`src/rtl/reset_sequencer_if.sv`:
```
// ============================================================================
// Module   : reset_sequencer_if
// Purpose  : Restart handshake and per-domain reset outputs of reset_sequencer.
// Revision : 1.0
// ============================================================================
`default_nettype none

interface reset_sequencer_if #(
  parameter int NUM_DOMAINS = 4
);
  logic                   restart_req;
  logic                   restart_ack;
  logic [NUM_DOMAINS-1:0] domain_reset;
  logic                   all_released;
  logic                   busy;

  modport master (
    input  restart_req,
    output restart_ack,
    output domain_reset,
    output all_released,
    output busy
  );

  modport slave (
    output restart_req,
    input  restart_ack,
    input  domain_reset,
    input  all_released,
    input  busy
  );
endinterface

`default_nettype wire

```
`src/rtl/reset_sequencer.sv`:
```
// ============================================================================
// Module   : reset_sequencer
// Purpose  : Staged reset release across NUM_DOMAINS domains, with a
//            request/ack re-arm. Option macro: RESET_SEQUENCER_ORDERED_ASSERT_EN
// Revision : 1.0
// ============================================================================
`default_nettype none

module reset_sequencer #(
  parameter int NUM_DOMAINS = 4,
  parameter int PRESCALE    = 16,
  parameter int STEP_TICKS  = 8
) (
  input  wire logic          clock,
  input  wire logic          reset_n,
  reset_sequencer_if.master  bus
);

  localparam int PS_W  = $clog2(PRESCALE);
  localparam int ST_W  = (STEP_TICKS > 1) ? $clog2(STEP_TICKS) : 1;
  localparam int IDX_W = $clog2(NUM_DOMAINS + 1);

  localparam logic [PS_W-1:0]  PS_LAST  = PS_W'(PRESCALE - 1);
  localparam logic [ST_W-1:0]  ST_LAST  = ST_W'(STEP_TICKS - 1);
  localparam logic [IDX_W-1:0] IDX_LAST = IDX_W'(NUM_DOMAINS - 1);

`ifdef RESET_SEQUENCER_ORDERED_ASSERT_EN
  typedef enum logic [1:0] {ST_WAIT, ST_DONE, ST_ASSERT} state_t;
`else
  typedef enum logic [1:0] {ST_WAIT, ST_DONE} state_t;
`endif

  state_t                 state_q, state_d;
  logic [PS_W-1:0]        ps_q, ps_d;
  logic [ST_W-1:0]        st_q, st_d;
  logic [IDX_W-1:0]       idx_q, idx_d;
  logic [NUM_DOMAINS-1:0] dr_q, dr_d;
  logic                   ack_q, ack_d;
  logic                   tick;

`ifdef RESET_SEQUENCER_ORDERED_ASSERT_EN
  logic [NUM_DOMAINS-1:0] spread;
  // Each tick extends the asserted run one bit further down the index order.
  assign spread = dr_q | (dr_q >> 1);
`endif

  assign tick = (ps_q == PS_LAST);

  always_ff @(posedge clock or negedge reset_n) begin
    if (!reset_n) begin
      state_q <= ST_WAIT;
      ps_q    <= '0;
      st_q    <= '0;
      idx_q   <= '0;
      dr_q    <= '1;
      ack_q   <= 1'b0;
    end else begin
      state_q <= state_d;
      ps_q    <= ps_d;
      st_q    <= st_d;
      idx_q   <= idx_d;
      dr_q    <= dr_d;
      ack_q   <= ack_d;
    end
  end

  always_comb begin
    state_d = state_q;
    ps_d    = ps_q;
    st_d    = st_q;
    idx_d   = idx_q;
    dr_d    = dr_q;
    ack_d   = 1'b0;

    case (state_q)
      ST_WAIT: begin
        ps_d = tick ? '0 : ps_q + 1'b1;
        if (tick) begin
          if (st_q == ST_LAST) begin
            st_d  = '0;
            idx_d = idx_q + 1'b1;
            for (int i = 0; i < NUM_DOMAINS; i++) begin
              if (idx_q == IDX_W'(i)) dr_d[i] = 1'b0;
            end
            if (idx_q == IDX_LAST) state_d = ST_DONE;
          end else begin
            st_d = st_q + 1'b1;
          end
        end
      end

      ST_DONE: begin
        if (bus.restart_req) begin
          ack_d = 1'b1;
          ps_d  = '0;
          st_d  = '0;
          idx_d = '0;
`ifdef RESET_SEQUENCER_ORDERED_ASSERT_EN
          dr_d                = '0;
          dr_d[NUM_DOMAINS-1] = 1'b1;
          state_d             = (NUM_DOMAINS == 1) ? ST_WAIT : ST_ASSERT;
`else
          dr_d    = '1;
          state_d = ST_WAIT;
`endif
        end
      end

`ifdef RESET_SEQUENCER_ORDERED_ASSERT_EN
      ST_ASSERT: begin
        ps_d = tick ? '0 : ps_q + 1'b1;
        if (tick) begin
          dr_d = spread;
          if (spread[0]) begin
            state_d = ST_WAIT;
            st_d    = '0;
            idx_d   = '0;
          end
        end
      end
`endif

      default: state_d = ST_WAIT;
    endcase
  end

  assign bus.restart_ack  = ack_q;
  assign bus.domain_reset = dr_q;
  assign bus.all_released = ~|dr_q;
  assign bus.busy         = (state_q != ST_DONE);

endmodule

`default_nettype wire
```
`src/flat_wrapper.sv`:
```
// flat-port wrapper written by rule: the top's interface ports become plain ports
module reset_sequencer_flat 
#(
  parameter int NUM_DOMAINS = 4,
  parameter int PRESCALE    = 16,
  parameter int STEP_TICKS  = 8
)
  (clock, reset_n, bus_restart_req, bus_restart_ack, bus_domain_reset, bus_all_released, bus_busy);
  reset_sequencer_if #(.NUM_DOMAINS(NUM_DOMAINS)) bus_i ();
  input  wire logic clock;
  input  wire logic reset_n;
  input wire logic [$bits(bus_i.restart_req)-1:0] bus_restart_req;
  output wire logic [$bits(bus_i.restart_ack)-1:0] bus_restart_ack;
  output wire logic [$bits(bus_i.domain_reset)-1:0] bus_domain_reset;
  output wire logic [$bits(bus_i.all_released)-1:0] bus_all_released;
  output wire logic [$bits(bus_i.busy)-1:0] bus_busy;
  assign bus_i.restart_req = bus_restart_req;
  assign bus_restart_ack = bus_i.restart_ack;
  assign bus_domain_reset = bus_i.domain_reset;
  assign bus_all_released = bus_i.all_released;
  assign bus_busy = bus_i.busy;
  reset_sequencer #(.NUM_DOMAINS(NUM_DOMAINS), .PRESCALE(PRESCALE), .STEP_TICKS(STEP_TICKS)) u_core (.clock(clock), .reset_n(reset_n), .bus(bus_i));
endmodule
```
`config.mk`:
```
export PLATFORM = sky130hd
export DESIGN_NAME = reset_sequencer_flat
export DESIGN_NICKNAME = d
export VERILOG_FILES = /design/src/rtl/reset_sequencer_if.sv /design/src/rtl/reset_sequencer.sv /design/src/flat_wrapper.sv
export SDC_FILE = /design/constraint.sdc
export NUM_CORES = 1
export LEC_CHECK = 0
export CORE_MARGIN = 2
export CORE_UTILIZATION = 52
export CTS_CLUSTER_DIAMETER = 80
export DETAILED_ROUTE_END_ITERATION = 8
export PLACE_DENSITY = 0.83
export SETUP_SLACK_MARGIN = 0.2
export SLEW_MARGIN = 20
export SYNTH_ARGS = -nofsm -noshare
export SYNTH_HDL_FRONTEND = slang
export SYNTH_SLANG_ARGS = --single-unit
```
`constraint.sdc`:
```
create_clock -name clock -period 1.75 [get_ports clock]
set_input_delay 0.175 -clock clock [delete_from_list [all_inputs] [get_ports clock]]
set_output_delay 0.175 -clock clock [all_outputs]
set_load 0.02 [all_outputs]
```
[Word level (Yosys, flattened, before mapping)]
Cells that the tools add are included.
Storage, ports and cells
  output and inout bits: 7
  word-level logic and storage cells: 64
  memory bits (writable): 0
  memory bits (read-only): 0
  latch bits: 0
  memories: 0
  input port bits: 3
  register bits: 17
Cells by class
  add/sub/neg operators: 3
  $mul: 0
  $lt $le $gt $ge: 0
  eq/ne operators: 14
  muxes and demuxes: 25
  div/mod/pow operators: 0
  shift operators: 0
  reduce and logical (&&, ||, !) cells: 13
  bitwise logic cells: 0
Operators by type and width (count)
  $mux 4: 5
  $reduce_and 5->1: 4
  $pmux 4 s2: 2
  $mux 3: 5
  $ne 2x1->1 const B: 7
  $pmux 3 s2: 2
  $mux 2: 4
  $reduce_and 4->1: 2
  $add 3x1->3 const B: 2
  $eq 3x2->1 const B: 2
  $mux 1: 6
  $add 4x1->4 const B: 1
  $eq 4x4->1 const B: 1
  $pmux 2 s2: 1
  $reduce_or 4->1: 1
  $eq 3x1->1 const B: 1
  $eq 3x3->1 const B: 1
  $logic_not 3->1: 1
  $reduce_and 3->1: 1
  $eq 2x1->1 const B: 1
  $logic_not 2->1: 1
  $ne 2x2->1 const B: 1
  $reduce_and 2->1: 1
  $reduce_bool 2->1: 1
  $logic_not 1->1: 1

[Depth between registers and ports, before layout]
  depth after elaboration: 5
  depth in mapped cells: 5

[Worst setup path after synthesis]
No wires, ideal clock.
  path type: register to output
  from: register u_core.dr_q[1] (netlist: u_core.bus.domain_reset[1])
  to: output bus_all_released
  buffers on the path: 0
  arrival: 1.125 ns
  setup slack: 0.450 ns
  cell stages (with the launch flop): 2
  cell sequence: dfstp_2 -> nor4_1
On the way
  longest elaborated chain between the ends: 2
RTL lines
  start: declaration: line reset_sequencer.sv:37  | logic [NUM_DOMAINS-1:0] dr_q, dr_d;
  start signal: assignment: line reset_sequencer.sv:62  | dr_q <= dr_d;
  $reduce_or 4->1: line reset_sequencer.sv:129  | assign bus.all_released = ~|dr_q;
  $logic_not 1->1: line reset_sequencer.sv:129
  end: declaration: line flat_wrapper.sv:15  | output wire logic [$bits(bus_i.all_released)-1:0] bus_all_released;
No other way between the ends.

[Final worst setup path]
Same ends and word-level chain as after synthesis.

==> flow_summary_export.csv <==
group,metric,value,unit
clock_network,clk_path_buf_depth,2,
synth,ys_types,27,
synth,yosysMostFrequentCell,"dfrtp_1",
floorplan,die_area,1920,um^2
floorplan,rows,14,
worst_setup_path,end_kind,"output port",
global_routing,gr-total-overflow,0,
routing,dr.pass1.iters,4,
sta,finalSetupViolations,0,
routing,wl_met3,41,um
worst_setup_path,rr_worst_depth,4,
synth,synth-edff-count,0,
synth,synth_top_area_share,36.42,%
worst_setup_path,reg2reg_slack,0.33,ns
worst_setup_path,timing.rr.end,"u_core.idx_q[2]",
worst_setup_path,crit_type,"flop to output port",
global_routing,grt_pass1_vias,576,
worst_setup_path,startpoint,"u_core.bus.domain_reset[1]",
power_and_ir_drop,p_per_area,1381,nW/um^2
place,dpl.hpwl,1089,um
synth,synthTopCellsByCount,"dfrtp_1, inv_1, ha_1",
clock_network,ctsHtreeMaxLevel,1,
sta,layout_min_cycle_time,1.439,ns
sta,maxSlewHeadroom,77.43,%
global_routing,grt_pass1_wl,2504,um
sta,finalHoldViolCount,0,
sta,fin_setup_tns,0,ns
routing,wl,1407,um
sta,skew,0.003417,ns
clock_network,cts_tree,"yes",
sta,min_period_over_period,82.24,%
worst_setup_path,cp-start-kind,"flop",
run,cap_violations,0,
cells_and_area,diodes,0,
cells_and_area,drive_gt1_share,18.18,%
floorplan,initial_utilization,55.38,%
clock_network,post_cts_buffers,0,
sta,worst_slew_pin_slew,0.3385,ns
synth,syn_avg_cell_area,10.99,um^2
worst_setup_path,crit_path_max_fanout,3,
clock_network,clock_latency,0.28,ns
routing,drt_iter0_markers,7,
synth,synth_area_leader_cell,"dfrtp_1",
worst_setup_path,path_buf_inv,1,
worst_setup_path,required,1.57,ns
clock_network,cts_hold_buffers,0,
worst_setup_path,max_stage_delay,0.38,ns
routing,top_layer,"met4",
worst_setup_path,worstReg2RegStart,"u_core.ps_q[0]",
routing,wl_met2,687,um
routing,postRouteAntennaNets,0,
routing,vias,585,
clock_network,numClockSinks,16,
global_routing,antenna_found_initial,0,
synth,syn_area,824.5,um^2
floorplan,die_height,43.82,um
power_and_ir_drop,p_leak,0.4475,nW
routing,m1WireLength,642,um
floorplan,core,1489,um^2
floorplan,io_pins,10,
sta,max_freq,694.8,MHz
synth,ys_seq_area_share,49.17,%
synth,syn_nets,86,
synth,synthTopCellsByArea,"dfrtp_1, dfstp_2, ha_1",
synth,syn_inst,75,
worst_setup_path,cp_cell_sequence,"nor4_1 -> dlygate4sd2_1",
routing,wl_per_cell,13.53,um
place,io_buffers,9,
worst_setup_path,cp_slowest_cell,"dfstp_2",
cells_and_area,n_fill_cell,121,
sta,grt_setup_unrepaired,"no",
routing,drc_errors,0,
global_routing,grt_max_degree,17,
clock_network,root_buffer,"clkbuf_4",
synth,async_flop_share,100.0,%
clock_network,cts_buffers,3,
power_and_ir_drop,power,1.334,mW
cells_and_area,areaGrowthSynthToFinish,17.15,%
hold_path,hold_class,"input port to async pin",
worst_setup_path,cp_top_family,"flip-flops",
power_and_ir_drop,max-vdd-ir-drop,0.8478,mV
sta,slew_viol_final,0,
routing,via_per_inst,5.625,
clock_network,clk_pin_slew,0.09,ns
floorplan,die_width,43.82,um
synth,yosys_warnings,0,
worst_setup_path,crit_arrival,1.26,ns
place,gp_congestion,0.7221,
synth,ys_ff_latch,16,
status,outcome,"finished clean",
cells_and_area,final_net_count,100,
global_routing,grtUsageTotal,18.28,%
synth,synth_ff_type,"dfrtp_1",
cell usage in the layout, fill, tap and decap left out, drive strengths merged:
| master | instances |
|---|---|
| xor2 | 1 |
| nor2 | 8 |
| nand4 | 1 |
| dfstp | 4 |
| nand3 | 3 |
| nor4 | 1 |
| o211ai | 2 |
| inv | 9 |
| o21ai | 2 |
| dfrtp | 12 |
| clkbuf | 4 |
| buf | 1 |
| nand2 | 6 |
| clkdlybuf4s50 | 3 |
| a22o | 2 |
| ha | 8 |
| a21o | 1 |
| o22ai | 1 |
| mux2i | 3 |
| a31oi | 1 |
| nor3 | 2 |
| xnor2 | 1 |
| nand2b | 1 |
| nand4b | 1 |
| a21oi | 4 |
| dlygate4sd2 | 6 |
state kept, by name (all words and copies together) (netlist names):
register and cells:
u_core.bus.restart_ack 1, u_core.st_q 3, u_core.ps_q 4, u_core.state_q 1, u_core.bus.domain_reset 4, u_core.idx_q 3
how the worst max path moves through the flow:
stage	end	slack [ns]	depth (start not counted)
after floorplan	bus_all_released	0.45	1
final	bus_all_released	0.31	2
after global routing	u_core.idx_q[0]	0.21	4
after global placement	bus_all_released	0.32	2
after CTS	bus_all_released	0.29	2
after detailed placement	u_core.bus.domain_reset[2]	0.28	5
cell families (layout without fill, tap and decap cells):
logic type | count (synthesis) | in the layout | share of synthesized area [%]
mux | 3 | 3 | 3.642
compound gates | 13 | 13 | 10.32
flops | 16 | 16 | 49.17
fa+ha+maj | 8 | 8 | 12.14
xor+xnor | 2 | 2 | 2.125
simple gates | 23 | 23 | 17.91
buf+inv | 10 | 23 | 4.703
final cells by class:
class	instances	area, um^2	area share, %
multi-input cells	49	380.4	39.38
well taps	16	20.02	2.073
inverters	9	33.78	3.497
repair buffers	10	90.09	9.326
clock buffers	4	36.28	3.756
flip-flops and latches	16	405.4	41.97
per-layer routing:
layer,vias to the layer above,global-route usage (%)
li1,286,-
met2,14,29.12
met3,4,2.500
met4,0,12.73
met5,-,0
met1,281,22.73
stage by stage:
stage	hold slack [ns]	util, %	setup slack, ns	instance area (um^2)	instances
after detailed placement	0.5098	62.94	0.2809	937.1	100
after global placement	0.4869	62.94	0.3175	937.1	100
after floorplan	-0.1206	-	0.4495	824.5	75
after global routing	0.2142	64.87	0.2092	965.9	104
after CTS	0.2041	64.87	0.2942	965.9	104
final	0.1981	64.87	0.3108	965.9	104
what timing repair did:
item | in CTS | in global routing
endpoints found under the hold margin | 0 | 0
resized for setup | 6 | 0
endpoints found under the setup margin | 6 | 0
power breakdown:
part | total, mW | internal, mW | switching [mW]
logic | 0.451 | 0.217 | 0.235
registers | 0.646 | 0.501 | 0.146
clock network | 0.236 | 0.127 | 0.110
total | 1.33 | 0.844 | 0.490
worst register-to-register path, stage by stage, from the launching register on:
cell and delay (ns):
dfrtp_1 0.43, ha_1 0.36, nand3_4 0.15, nor2_4 0.22, mux2i_1 0.20
No activity file was read; power rests on OpenSTA's default activity.
